--- config.mk ---
export PLATFORM = sky130hd
export DESIGN_NAME = fir_mac_filter
export DESIGN_NICKNAME = d
export VERILOG_FILES = /design/src/rtl/fir_mac_filter.sv
export SDC_FILE = /design/constraint.sdc
export NUM_CORES = 2
export LEC_CHECK = 0
export BUFFER_PORTS_ARGS = -buffer_cell sky130_fd_sc_hd__buf_2
export CORE_MARGIN = 4
export CORE_UTILIZATION = 40
export CTS_CLUSTER_DIAMETER = 50
export CTS_CLUSTER_SIZE = 24
export DETAILED_ROUTE_END_ITERATION = 8
export SLEW_MARGIN = 20
export SYNTH_ARGS = -nofsm -noshare
export SYNTH_HDL_FRONTEND = slang
export SYNTH_SLANG_ARGS = --single-unit
--- constraint.sdc ---
create_clock -name clk -period 10.07 [get_ports clk]
set_input_delay 1.007 -clock clk [delete_from_list [all_inputs] [get_ports clk]]
set_output_delay 1.007 -clock clk [all_outputs]
set_load 0.005 [all_outputs]
--- src/rtl/fir_mac_filter.sv ---
// Time-multiplexed FIR filter: one signed MAC walks TAPS programmable coefficients per sample,
// then the sum is rounded, shifted and saturated into a valid/ready output register.
module fir_mac_filter #(
    parameter int DATA_W = 16,
    parameter int COEF_W = 16,
    parameter int TAPS   = 20,
    parameter int OUT_W  = 32,
    parameter int SHIFT  = 0,
    parameter int AW     = $clog2(TAPS),
    parameter int ACC_W  = DATA_W + COEF_W + $clog2(TAPS)
) (
    input  logic                     clk,
    input  logic                     nRst,
    input  logic                     coef_we,
    input  logic [AW-1:0]            coef_addr,
    input  logic signed [COEF_W-1:0] coef_wdata,
    input  logic                     in_valid,
    output logic                     in_ready,
    input  logic signed [DATA_W-1:0] in_data,
    output logic                     out_valid,
    input  logic                     out_ready,
    output logic signed [OUT_W-1:0]  out_data,
    output logic                     out_sat,
    output logic                     busy
);

    localparam int PW     = DATA_W + COEF_W;
    localparam int RW     = ACC_W + 1;
    localparam int EW     = ((RW > OUT_W) ? RW : OUT_W) + 1;
    localparam int RND_SH = (SHIFT > 0) ? SHIFT - 1 : 0;

    localparam logic [AW-1:0]         LAST_K = AW'(TAPS - 1);
    localparam logic [AW:0]           TAPS_E = (AW + 1)'(TAPS);
    localparam logic signed [RW-1:0]  RND    = (SHIFT > 0) ? ({{(RW-1){1'b0}}, 1'b1} << RND_SH)
                                                           : {RW{1'b0}};
    localparam logic signed [EW-1:0]  MAX_E  = {{(EW-OUT_W+1){1'b0}}, {(OUT_W-1){1'b1}}};
    localparam logic signed [EW-1:0]  MIN_E  = {{(EW-OUT_W+1){1'b1}}, {(OUT_W-1){1'b0}}};

    typedef enum logic [1:0] {
        IDLE = 2'd0,
        MAC  = 2'd1,
        OUT  = 2'd2
    } state_t;

    state_t                    state_r, state_n;
    logic signed [DATA_W-1:0]  x_r [0:TAPS-1];
    logic signed [COEF_W-1:0]  c_r [0:TAPS-1];
    logic signed [ACC_W-1:0]   acc_r;
    logic [AW-1:0]             k_r;
    logic                      out_valid_r;
    logic signed [OUT_W-1:0]   out_data_r;
    logic                      out_sat_r;
    logic                      in_ready_r;
    logic                      busy_r;
    logic                      accept_s;
    logic                      coef_wr_s;
    logic signed [PW-1:0]      xe_s, ce_s, prod_s;
    logic [OUT_W:0]            res_s;

    // Round half up, arithmetic shift, then clamp; returns {sat, data}.
    function automatic logic [OUT_W:0] round_sat(input logic signed [ACC_W-1:0] a);
        logic signed [RW-1:0] w;
        logic signed [RW-1:0] t;
        logic signed [EW-1:0] e;
        w = {a[ACC_W-1], a};
        if (SHIFT > 0) begin
            t = (w + RND) >>> SHIFT;
        end else begin
            t = w;
        end
        e = {{(EW-RW){t[RW-1]}}, t};
        if (e > MAX_E) begin
            round_sat = {1'b1, MAX_E[OUT_W-1:0]};
        end else if (e < MIN_E) begin
            round_sat = {1'b1, MIN_E[OUT_W-1:0]};
        end else begin
            round_sat = {1'b0, e[OUT_W-1:0]};
        end
    endfunction

    // Next-state and handshake strobes
    always_comb begin
        state_n   = state_r;
        accept_s  = 1'b0;
        coef_wr_s = 1'b0;
        case (state_r)
            IDLE: begin
                coef_wr_s = coef_we && ({1'b0, coef_addr} < TAPS_E);
                if (in_valid) begin
                    accept_s = 1'b1;
                    state_n  = MAC;
                end else begin
                    state_n  = IDLE;
                end
            end
            MAC: begin
                if (k_r == LAST_K) begin
                    state_n = OUT;
                end else begin
                    state_n = MAC;
                end
            end
            OUT: begin
                if (out_valid_r && out_ready) begin
                    state_n = IDLE;
                end else begin
                    state_n = OUT;
                end
            end
            default: state_n = IDLE;
        endcase
    end

    // Current tap product, sign-extended to full product width before multiplying
    always_comb begin
        xe_s   = {{COEF_W{x_r[k_r][DATA_W-1]}}, x_r[k_r]};
        ce_s   = {{DATA_W{c_r[k_r][COEF_W-1]}}, c_r[k_r]};
        prod_s = xe_s * ce_s;
        res_s  = round_sat(acc_r);
    end

    // State register and registered status outputs
    always_ff @(posedge clk or negedge nRst) begin
        if (!nRst) begin
            state_r    <= IDLE;
            in_ready_r <= 1'b1;
            busy_r     <= 1'b0;
        end else begin
            state_r    <= state_n;
            in_ready_r <= (state_n == IDLE);
            busy_r     <= (state_n != IDLE);
        end
    end

    // Coefficient bank, delay line, accumulator and output register
    always_ff @(posedge clk or negedge nRst) begin
        if (!nRst) begin
            for (int i = 0; i < TAPS; i++) begin
                x_r[i] <= {DATA_W{1'b0}};
                c_r[i] <= {COEF_W{1'b0}};
            end
            acc_r       <= {ACC_W{1'b0}};
            k_r         <= {AW{1'b0}};
            out_valid_r <= 1'b0;
            out_data_r  <= {OUT_W{1'b0}};
            out_sat_r   <= 1'b0;
        end else begin
            if (coef_wr_s) begin
                c_r[coef_addr] <= coef_wdata;
            end
            if (accept_s) begin
                x_r[0] <= in_data;
                for (int i = 1; i < TAPS; i++) begin
                    x_r[i] <= x_r[i-1];
                end
                acc_r <= {ACC_W{1'b0}};
                k_r   <= {AW{1'b0}};
            end
            if (state_r == MAC) begin
                acc_r <= acc_r + {{(ACC_W-PW){prod_s[PW-1]}}, prod_s};
                if (k_r != LAST_K) begin
                    k_r <= k_r + AW'(1'b1);
                end
            end
            // OUT spends its first cycle loading the result, then holds until taken
            if (state_r == OUT) begin
                if (!out_valid_r) begin
                    out_valid_r <= 1'b1;
                    out_data_r  <= res_s[OUT_W-1:0];
                    out_sat_r   <= res_s[OUT_W];
                end else if (out_ready) begin
                    out_valid_r <= 1'b0;
                end
            end
        end
    end

    assign in_ready  = in_ready_r;
    assign busy      = busy_r;
    assign out_valid = out_valid_r;
    assign out_data  = out_data_r;
    assign out_sat   = out_sat_r;

endmodule
# Yosys cells after proc, flatten, opt, wreduce, memory -nomap -nowiden
# Index checks and enable logic that the tools add are counted.
# W data, S select, Z words.
[op_classes]
add_sub_neg = 2
multipliers = 1
magnitude_cmp = 6
eq_ne = 4
muxes = 25
bitwise_logic = 3
reduce_logical = 8
[op_table]
columns = ["op", "count"]
rows = [
  ["$bwmux W320", 1],
  ["$bmux W16 S5", 2],
  ["$demux W16 S5", 1],
  ["$mux W16", 5],
  ["$mux W37", 2],
  ["$mux W33", 2],
  ["$add A37 B37 Y37", 1],
  ["$gt A37 B32 Y1 const B", 1],
  ["$lt A37 B32 Y1 const B", 1],
  ["$mul A16 B16 Y32", 1],
  ["$mux W5", 3],
  ["$ge A6 B6 Y1 const B", 2],
  ["$not A5 Y6", 2],
  ["$lt A6 B1 Y1 const B", 1],
  ["$mux W1", 6],
  ["$pmux W2 S3", 1],
  ["$add A5 B1 Y5 const B", 1],
  ["$eq A5 B5 Y1 const B", 1],
  ["$lt A5 B5 Y1 const B", 1],
  ["$ne A5 B5 Y1 const B", 1],
  ["$logic_not A2 Y1", 2],
  ["$mux W2", 2],
  ["$reduce_bool A2 Y1", 2],
  ["$logic_and A1 B1 Y1", 3],
  ["other kinds (4)", 4],
]
[totals]
ff_bits = 720
input_bits = 42
output_inout_bits = 36

# Longest topological paths before layout
[logic_depth]
word_depth = 7
ltp_mapped = 46
mapped_depth_nobuf = 42

# Worst setup path after synthesis
# No wires, ideal clock.
[synth_path]
kind = "register to register"
start = "register k_r[0]"
end = "register acc_r[36]"
setup_ns = 0.124
arrival_time_ns = 9.796
required_time_ns = 9.946
setup_slack_ns = 0.151
stages_incl_launch_ff = 42
path_buffers = 4
period_less_slack_ns = 9.919
cell_sequence = "dfrtp_1 -> buf_2 -> buf_2 -> buf_2 -> mux4_2 -> mux4_2 -> a22oi_1 -> buf_2 -> nor2_1 -> fa_1 -> inv_1 -> fa_1 -> fa_1 -> fa_1 -> inv_1 -> fa_1 -> inv_1 -> fa_1 -> [... 6 more ...] -> a211oi_1 -> nor2b_1 -> o21ai_1 -> nand2b_1 -> a211oi_1 -> nor2_1 -> ha_1 -> a21oi_1 -> o21ai_0 -> a211oi_1 -> nor2_1 -> or4_1 -> a21oi_1 -> o31a_1 -> a21oi_1 -> xor2_1 -> nor3_1 -> o21bai_1"
[synth_between]
elab_chain_len = 7
[synth_rtl]
columns = ["element", "line", "rtl"]
rows = [
  ["start, declared", "49", "logic [AW-1:0] k_r;"],
  ["start signal, assigned", "143", "k_r <= {AW{1'b0}};"],
  ["start signal, assigned", "157", "k_r <= {AW{1'b0}};"],
  ["start signal, assigned", "162", "k_r <= k_r + AW'(1'b1);"],
  ["$not A5 Y6 (not written as such) *", "116, 117", ""],
  ["$bmux W16 S5 (on tied branches)", "116, 117", ""],
  ["$mux W16 (on tied branches) (2 in series)", "116, 117", ""],
  ["$mul A16 B16 Y32 *", "118", "prod_s = xe_s * ce_s;"],
  ["$add A37 B37 Y37 *", "160", "acc_r <= acc_r + {{(ACC_W-PW){prod_s[PW-1]}}, prod_s};"],
  ["$mux W37 *", "159", "if (state_r == MAC) begin"],
  ["end signal, assigned", "142", "acc_r <= {ACC_W{1'b0}};"],
  ["end signal, assigned", "156", "acc_r <= {ACC_W{1'b0}};"],
  ["end signal, assigned", "160", ""],
  ["end, declared", "48", "logic signed [ACC_W-1:0] acc_r;"],
]
# Mark *: on every way between the ends. The rest lies on a longest branch, timed or not. The select of a mux whose other input is x is not followed.
# A chain may end at the register's enable or synchronous reset.

# Final worst setup path
# Same ends and word-level chain as after synthesis.

==> summary.md <==
| Metric | Value |
|---|---|
| Worst hold margin | 386 ps |
| Average cell area after synthesis | 10.7 um2 |
| Total power draw | ~18 mW |
| EDFF count, synth | 0 |
| Smallest setup slack after layout | 237 ps |
| Critical setup path kind | register to register |
| Fraction of met3 tracks used by global routing | 2.54% |
| Unrepaired setup endpoints after global routing | yes |
| Largest clock skew in the final design | 77.7 ps |
| Pre-CTS setup slack | -95.2 ps |
| Largest fanout on the critical path | 7 |
| Antenna violations before repair | 5 |
| Setup TNS after final layout | 0 ps |
| Static leakage power | 25.8 nW |
| Power share of the sequential group | a little under a quarter |
| Fraction of layout instances using a drive strength above 1 | 26.0% |
| Status | completed |
| Kind of start point of the critical path | register |
| CTS clk-pin slew, worst paths | 60 ps |
| Worst slew margin | about 22% |
| Residual antenna-violating net count after detailed routing | 0 |
| Slowest stage cell on the critical path | mux4_2 |
| Comb power frac | about 58% |
| Setup-failing EPs final | 0 |
| Commonest non-fill, non-tap cell in the layout | nand2_1 |
| Overflow left after global routing | 0 |
| Post-Layout Inst Area | 0.0507 mm2 |
| Cell Count Post-Placement | 5515 |
| Final Cycle Share | 97.6% |
| Cell row count | between 100 and 150 |
| Post-DP HPWL | 71.1 mm |
| Internal power summed over all cells | 10.4 mW |
| Overall die width | 337 um |
| Most frequent cell on the critical path | fa_1 |
| Count of mapped cells out of synthesis | 4053 |
| Required time worst endpoint | ~11000 ps |
| Max clock buf depth | 3 |
| H-tree depth | 3 |
| Largest net degree at the start of global routing | 222 |
| Fraction of registers with async set/reset | between 90% and 100% |
| Starting utilization of the core area | 40.4% |
| Total I/O pin count | roughly 80 |
| Met2 capacity usage during global routing | between 30 and 40% |
| Core region area | 0.107 mm2 |
| Post-layout net count | 4681 |
| Routed via count | 29700 |
| Root Driver | clkbuf_16 |
| Post-Syn Nets | between 4000 and 5000 |
| Number of clock buffers inserted by TritonCTS | 86 |
| Max-cap violations | 0 |
| Most Crowded Layer GR | met2 |
| Pre-antenna DRT Iters | 5 |
| Fraction of the yosys area taken by sequential cells | 41.5% |
| Switching power share of the total | between 40% and 50% |
| Post-Place Cell Area | 0.0466 mm2 |
| Part of the total power dissipated in the clock network | 19.1% |
| Routed vias/inst | roughly 5.2 |
| Combined buffer and inverter count along the critical path | 9 |
| Routed length per placed instance | 18.5 um |
| Distinct cell type count of the synthesized netlist | 63 |
| Global-route usage over all layers | 18.6% |
| Main synth FF type | dfrtp_1 |
| Number of global-route vias before repair | roughly 30000 |
| Number of warnings printed during yosys synthesis | 0 |
| Sum of routed wire length over all layers | 106 mm |
| Height of the die | 337 um |
| Worst Tran Pin Value | approximately 1200 ps |
| Final Critical Period | 9830 ps |
| Type of the most critical hold path | input pin to asynchronous set/reset pin |
| FF+latch count, synth | between 700 and 800 |
| Peak supply drop | 0.291 mV |
| Die area | 0.114 mm2 |
| CTS sink count | 720 |
| RePlAce Congestion | just under 0.9 |
| Critical path's largest stage delay | 550 ps |
| Quantity of hold-fixing buffers added after cts | 0 |
| Total count of hold-check failures in the final report | 0 |
| Wire length of the first global-routing pass | 169 mm |
| Number of standard cells in the final layout excluding fillers | about 5700 |
| Commonest cells after routing, fill and taps aside | nand2_1, dfrtp_1, mux2_2 |
| Port bufs | 77 |
| Maximum operating frequency | 102 MHz |
| Finished Core Util | 47.2% |
| Starting DRT DRC Count | roughly 2100 |
| Data arrival at the endpoint of the critical path | 10360 ps |
| Growth of design area from synthesis to finish | 16.9% |
| Filler cells | roughly 9700 |
| Clock network latency to the later pin of the worst-skew pair | 700 ps |
| Count of final max-slew check failures | 0 |
| Capturing element type of the critical path | register |
| Family with the most delay on the worst path | adder cells |
| Met1 Resource Use GR | 26.7% |
| DRC violation count after routing | 0 |
| CTS tree | yes |
| Power per standard cell area | 352 mW/mm2 |
| Net Sw Power | 7.44 mW |
| Mapped cell area | 0.0434 mm2 |
==> path summary, 6_finish.rpt <==
check                      cells after the start  slack (ps)                    end                 start
min in group clk                               2         460   x_r[207]$_DFFE_PN0P_  x_r[223]$_DFFE_PN0P_
max in group asynchronous                      2        8140   c_r[156]$_DFFE_PN0P_                  nRst
setup reg to reg                              40         240  acc_r[36]$_DFFE_PN0P_      k_r[0]$_DFF_PN0_
hold reg to reg                                2         460   x_r[207]$_DFFE_PN0P_  x_r[223]$_DFFE_PN0P_
setup / recovery                              40         240  acc_r[36]$_DFFE_PN0P_      k_r[0]$_DFF_PN0_
hold / removal                                 1         390   x_r[306]$_DFFE_PN0P_                  nRst
==> sequential cells by signal (all words and copies together), names as in the netlist <==
register and cells:
acc_r 37, out_data 32, out_sat 1, out_valid 1, in_ready 1, k_r 5, x_r 320, c_r 320
busy 1, state_r 2
==> worst register-to-register path, delay by kind of cell, from the launching register on <==
kind | cells | cell delay, ps
fa+ha+maj | 8 | 3290
flops | 1 | 540
simple gates | 4 | 780
xor+xnor | 2 | 380
mux | 2 | 990
compound gates | 15 | 2680
buf+inv | 9 | 1020
==> power groups by stage <==
stage / Combinational (mW) / Clock, mW / Sequential, mW
floorplan: 6.66 / 0 / 3.93
global placement: 9.56 / 0 / 4.12
detailed placement: 9.69 / 0 / 4.14
CTS: 9.79 / 3.49 / 4.08
global route: 11.5 / 3.61 / 4.18
finish: 10.3 / 3.41 / 4.09
==> cells in the mapped netlist (3+ instances only) <==
library cell  number  area (um2)
a21o_1            37         278
a22oi_1           12        90.1
or2_2              6        37.5
fa_1             263        5270
a21oi_1          122         611
o31a_1             3        26.3
nor2b_1           14        87.6
ha_1             121        1510
xnor2_1           45         394
nand2_1         1106        4150
o21a_1             9        67.6
mux4_2           180        4050
dfrtp_1          719       18000
a22o_1            10        87.6
a211oi_1          11        82.6
or3_1              5        31.3
o22ai_1            8        50.1
and3_1             6        37.5
mux2_2           333        3750
buf_1             10        37.5
clkbuf_1         172         646
and4_1             3        26.3
and2_1             4        25.0
mux2i_1           14         140
buf_4              4        30.0
nor3_1            15        75.1
buf_2             52         260
o21ai_1            6        30.0
o22a_1             6        52.6
a22oi_2            4        50.1
nand3_1           46         230
inv_1            329        1230
nor2_1           217         815
nand2b_1          26         163
o21ai_0           62         310
o21bai_1           9        67.6
a31oi_1            7        43.8
xor2_1            26         228
==> cell families (layout without fill, tap and decap cells) <==
logic type / Yosys count / after routing / share of synthesized area [%]
AND/OR/NAND/NOR: 1456 / 1456 / 13.2
other: 0 / 1 / 0
flip-flops: 720 / 720 / 41.5
buffers and inverters: 568 / 843 / 5.11
adder cells (fa/ha/maj): 384 / 384 / 15.6
XOR/XNOR: 71 / 71 / 1.43
AO/OA/AOI/OAI: 327 / 327 / 4.79
multiplexers: 527 / 527 / 18.3
==> area by class of cell <==
class	count	area [um2]	area share, %
multi-input combinational	2765	23500	46.4
clock buffer	90	2210	4.35
clock inverter	71	997	1.97
timing repair buffer	353	2980	5.88
tap	1403	1760	3.46
inverter	329	1230	2.43
antenna	1	2.50	0.00493
sequential	720	18000	35.6
==> repair_timing <==
item,CTS,global route
pin swaps,0,59
cloned,1,9
setup buffers,4,42
hold endpoints to repair,0,0
setup endpoints to repair,3,9
resized for setup,6,94
==> layer usage <==
| metal | part of all wire [%] | vias up |
|---|---|---|
| met5 | 0.010 | - |
| met4 | 2.4 | 2 |
| met3 | 3.7 | 149 |
| met2 | 47 | 520 |
| met1 | 47 | 15300 |
| li1 | - | 13800 |
Power figures use the tool's default switching activity.
